`src/rtl/core_launch_sequencer.sv`:
```
// core_launch_sequencer: enables the core clock, waits for it to settle, issues staggered
// per-core start pulses and reports completion or timeout.
module core_launch_sequencer #(
  parameter int NUM_CORES     = 4,
  parameter int WARMUP_CYCLES = 4,
  parameter int STAGGER       = 2,
  parameter int TIMEOUT       = 1024
) (
  input  logic                 clk,
  input  logic                 rstn,
  input  logic                 start,
  input  logic [NUM_CORES-1:0] core_done,
  output logic                 core_clk_en,
  output logic [NUM_CORES-1:0] core_start,
  output logic                 busy,
  output logic                 all_done,
  output logic                 timeout_err
);
  localparam int WW = $clog2(WARMUP_CYCLES) + 1;
  localparam int SW = $clog2(STAGGER) + 1;
  localparam int IW = $clog2(NUM_CORES) + 1;
  localparam int TW = $clog2(TIMEOUT) + 1;
  localparam logic [WW-1:0] W_LAST = WW'(WARMUP_CYCLES - 1);
  localparam logic [SW-1:0] S_LAST = SW'(STAGGER - 1);
  localparam logic [IW-1:0] I_LAST = IW'(NUM_CORES - 1);
  localparam logic [TW-1:0] T_LAST = TW'(TIMEOUT - 1);
  typedef enum logic [2:0] {IDLE, WARMUP, LAUNCH, RUN, DONE} state_t;
  state_t state, state_n;
  logic [WW-1:0] wcnt, wcnt_n;
  logic [SW-1:0] scnt, scnt_n;
  logic [IW-1:0] idx, idx_n;
  logic [TW-1:0] tcnt, tcnt_n;
  logic [NUM_CORES-1:0] launched, launched_n, mask, mask_n, core_start_n;
  logic start_low_q, rise, busy_n, all_done_n, timeout_n;
  // start_low_q resets to 0, so a start held high through reset cannot relaunch
  assign rise = start & start_low_q;
  always_comb begin
    state_n      = state;
    wcnt_n       = wcnt;
    scnt_n       = scnt;
    idx_n        = idx;
    tcnt_n       = tcnt;
    launched_n   = launched | core_start;
    mask_n       = (state == LAUNCH || state == RUN) ? mask | (core_done & launched) : mask;
    core_start_n = '0;
    all_done_n   = all_done;
    timeout_n    = timeout_err;
    case (state)
      IDLE: if (rise) begin
        state_n = WARMUP;
        wcnt_n  = '0;
      end
      WARMUP: if (wcnt == W_LAST) begin
        state_n      = LAUNCH;
        scnt_n       = '0;
        idx_n        = '0;
        core_start_n = NUM_CORES'(1);
      end else wcnt_n = wcnt + 1'b1;
      LAUNCH: if (idx == I_LAST) begin
        state_n = RUN;
        tcnt_n  = '0;
      end else if (scnt == S_LAST) begin
        idx_n        = idx + 1'b1;
        scnt_n       = '0;
        core_start_n = NUM_CORES'(1) << (idx + 1'b1);
      end else scnt_n = scnt + 1'b1;
      // completion is tested first so it wins over a simultaneous timeout
      RUN: if (&mask) begin
        state_n    = DONE;
        all_done_n = 1'b1;
      end else if (tcnt == T_LAST) begin
        state_n   = DONE;
        timeout_n = 1'b1;
      end else tcnt_n = tcnt + 1'b1;
      DONE: if (!start) begin
        state_n    = IDLE;
        mask_n     = '0;
        launched_n = '0;
        all_done_n = 1'b0;
        timeout_n  = 1'b0;
      end
      default: state_n = IDLE;
    endcase
    busy_n = (state_n == WARMUP) || (state_n == LAUNCH) || (state_n == RUN);
  end
  always_ff @(posedge clk or negedge rstn) begin
    if (!rstn) begin
      state       <= IDLE;
      wcnt        <= '0;
      scnt        <= '0;
      idx         <= '0;
      tcnt        <= '0;
      launched    <= '0;
      mask        <= '0;
      start_low_q <= 1'b0;
      core_start  <= '0;
      core_clk_en <= 1'b0;
      busy        <= 1'b0;
      all_done    <= 1'b0;
      timeout_err <= 1'b0;
    end else begin
      state       <= state_n;
      wcnt        <= wcnt_n;
      scnt        <= scnt_n;
      idx         <= idx_n;
      tcnt        <= tcnt_n;
      launched    <= launched_n;
      mask        <= mask_n;
      start_low_q <= ~start;
      core_start  <= core_start_n;
      core_clk_en <= busy_n;
      busy        <= busy_n;
      all_done    <= all_done_n;
      timeout_err <= timeout_n;
    end
  end
endmodule

```
`config.mk`:
```
export PLATFORM = sky130hd
export DESIGN_NAME = core_launch_sequencer
export DESIGN_NICKNAME = d
export VERILOG_FILES = /design/src/rtl/core_launch_sequencer.sv
export SDC_FILE = /design/constraint.sdc
export NUM_CORES = 1
export LEC_CHECK = 0
export CORE_ASPECT_RATIO = 0.8
export CORE_MARGIN = 2
export CORE_UTILIZATION = 57
export DETAILED_ROUTE_END_ITERATION = 12
export PLACE_DENSITY = 0.75
export SLEW_MARGIN = 20
export SYNTH_ARGS = -nofsm -noshare
export SYNTH_HDL_FRONTEND = slang
export SYNTH_SLANG_ARGS = --single-unit
```
`constraint.sdc`:
```
create_clock -name clk -period 2.3 [get_ports clk]
set_input_delay 0.46 -clock clk [delete_from_list [all_inputs] [get_ports clk]]
set_output_delay 0.46 -clock clk [all_outputs]
set_load 0.01 [all_outputs]
```
==> flow_summary.yaml <==
logic_synthesis:
  synth-edff-count: 0
  synth_ff_type: "dfrtp_1"
  synthDistinctLibCells: 45
  synth_top_area_cell: "dfrtp_1"
  netlist_area_um2: 1840
  yosysSeqAreaShare: 0.518
  ys.warnings.count: 0
  synthArstFlopShare: 1.00
  synth_cells: 179
  synth_top_area_frac: 0.518
  yosys-top-cells-area: "dfrtp_1, ha_1, nand2_1"
  ys_ff_latch: 38
  syn_area_per_cell_um2: 10.3
  syn_nets: 195
hold_path:
  hold_start: "wcnt[2]"
  whs_path_depth: 2
  hold_path_class: "reg2reg"
  whs_endpoint: "wcnt[2]"
floorplanning:
  ios: 15
  start_util: 0.595
  core_um2: 3090
  rows: 18
  die_h_um: 54.8
  die-area_um2: 3690
  die_w_um: 67.4
power_and_ir_drop:
  pwr_density_cell_nw_per_um2: 1030
  power_uw: 2160
  ir_worst_vdd_v: 0.000728
  p_leak_uw: 0.000970
clocking:
  postCtsSetupBuffers: 0
  path_clk_slew_ns: 0.07
  insertion_delay_ns: 0.29
  post_cts_resized: 0
  cts_tree: "done"
  numCtsBuffers: 5
  holdBufCountCts: 0
  clockBufferDepth: 2
  cts-root-buf: "clkbuf_8"
  h-tree-depth: 2
  cts.sinks: 38
setup_path:
  crit_buf_inv: 0
  r2r-start: "idx[0]"
  crit_type: "reg2reg"
  cp_slowest_cell: "or3b_2"
  worst-path-max-fanout: 5
  worstRegToRegCells: 6
  end_kind: "flop"
  start_kind: "flop"
  path_delay_family: "adder cells"
  reg2reg_setup_slack_ns: 0.16
  max_stage_delay_ns: 0.47
  cp_cell_sequence: "ha_1, ha_1, or3b_2, a21oi_2, o21ai_1, mux2_2"
  path_common_cell: "ha_1"
  critPathRequiredTime_ns: 2.48
  rr_endpoint: "idx[0]"
  arrival_ns: 2.33
sta:
  max-slew-margin-rel: 0.683
  tightest_slew_ns: 0.476
  hold_violations: 0
  period_minus_slack_ns: 2.14
  finalClockSkew_ns: 0.00727
  max_freq_mhz: 466
  fin_tns_setup_ns: 0
  post-route-period-util: 0.933
  drv_slew: 0
  setup_viol: 0
  grt_setup_unrepaired: "no"
cells_and_area:
  area_growth_pct: 14.0
  layout_common_cells: "dfrtp_1, nor2_1, nand2_1"
  diodes: 0
  final_common_cell: "dfrtp_1"
  final_nets: 212
  drive_gt1_frac: 0.0761
  stdcell_count: 237
  fillers: 214
routing:
  vias_per_cell: 5.94
  drc: 0
  first_iter_violations: 94
  via_count: 1407
  drt-wirelength-per-cell_um: 15.9
  antenna_left: 0
  wl_mm: 3.76
  drtPass1Iterations: 4
global_routing:
  overflow: 0
  grt_usage: 0.244
  antenna_found_initial: 0
  grt_max_degree: 39
  grt_pass1_vias: 1347
  grt_pass1_wl_mm: 6.27
flow_run:
  maxCapViolations: 0
placed_design:
  io_buffers: 14
  gp_routability_congestion: 0.847
  place_inst: 229
  dp_hpwl_mm: 2.71
status:
  outcome: "completed"
-- worst reg2reg max path, stage by stage (launching register included) --
cell	delay (ns)
dfrtp_1	0.45
ha_1	0.24
ha_1	0.23
or3b_2	0.47
a21oi_2	0.24
o21ai_1	0.13
mux2_2	0.27
-- metal layers --
metal  wire, um  GRT usage  part of all wire
met1       1750      0.307              0.47
met2       1720      0.391              0.46
met3        223     0.0885             0.059
met4         57     0.0884             0.015
met5          0          0                 0
-- logic make-up (layout without fill, tap and decap cells) --
kind of cell,Yosys count,in the layout,synth area share
simple gates,74,74,0.215
fa+ha+maj,9,9,0.0614
compound gates,36,36,0.128
mux,6,6,0.0334
flops,38,38,0.518
buf+inv,16,34,0.0436
-- how the worst max path moves through the flow --
stage	end	startpoint	cells past startpoint
6_report	idx[0]	idx[0]	6
2_1_floorplan	idx[0]	idx[0]	6
3_3_place_gp	idx[0]	idx[0]	6
4_1_cts	idx[0]	idx[0]	6
5_1_grt	idx[0]	idx[0]	6
3_5_place_dp	idx[0]	idx[0]	6
-- layout make-up --
type | count | area, um2 | share of cell area
inverters | 10 | 37.5 | 0.0179
clock buffers | 7 | 86.3 | 0.0412
multi-input cells | 125 | 808 | 0.386
clock inverters | 1 | 5.00 | 0.00239
well taps | 40 | 50.0 | 0.0239
flip-flops and latches | 38 | 951 | 0.454
repair buffers | 16 | 155 | 0.0741
-- cell usage after synthesis, types with 2 or more instances --
cell      number
a32o_1         2
nand3b_1       2
nor2b_1        3
buf_6          2
mux2i_1        5
and3_1         2
or3_1          2
o21ai_0        8
inv_1         10
and3b_1        2
ha_1           9
clkbuf_1       2
nor2_1        18
nand2_1       18
a31oi_1        4
a21oi_1        8
dfrtp_1       38
nor3_1         2
o31ai_1        3
and2_1         4
nand4_1        4
and4_1         2
a22o_1         2
nand3_1        6
-- sequential cells by signal, indices dropped and copies added, names as in the netlist --
register     flops
tcnt            11
core_start       4
launched         4
mask             4
idx              3
state            3
wcnt             3
scnt             2
all_done         1
busy             1
start_low_q      1
timeout_err      1
-- per-stage QoR --
| step | cell area [um2] | hold slack, ns | setup slack, ns | utilization |
|---|---|---|---|---|
| 3_3_place_gp | 2000 | 0.462 | 0.190 | 0.648 |
| 4_1_cts | 2090 | 0.504 | 0.0583 | 0.677 |
| 5_1_grt | 2090 | 0.542 | 0.0886 | 0.678 |
| 3_5_place_dp | 2000 | 0.487 | 0.0687 | 0.648 |
| 2_1_floorplan | 1840 | 0.164 | 0.271 | - |
| 6_report | 2090 | 0.499 | 0.155 | 0.678 |
-- power by group --
part / total (uW) / switching [uW] / internal [uW] / leakage (uW)
Sequential: 1030 / 180 / 852 / 0.000480
Combinational: 659 / 353 / 305 / 0.000441
Clock: 471 / 229 / 242 / 0.0000482
Note: power is estimated with default switching activity, not from simulation.
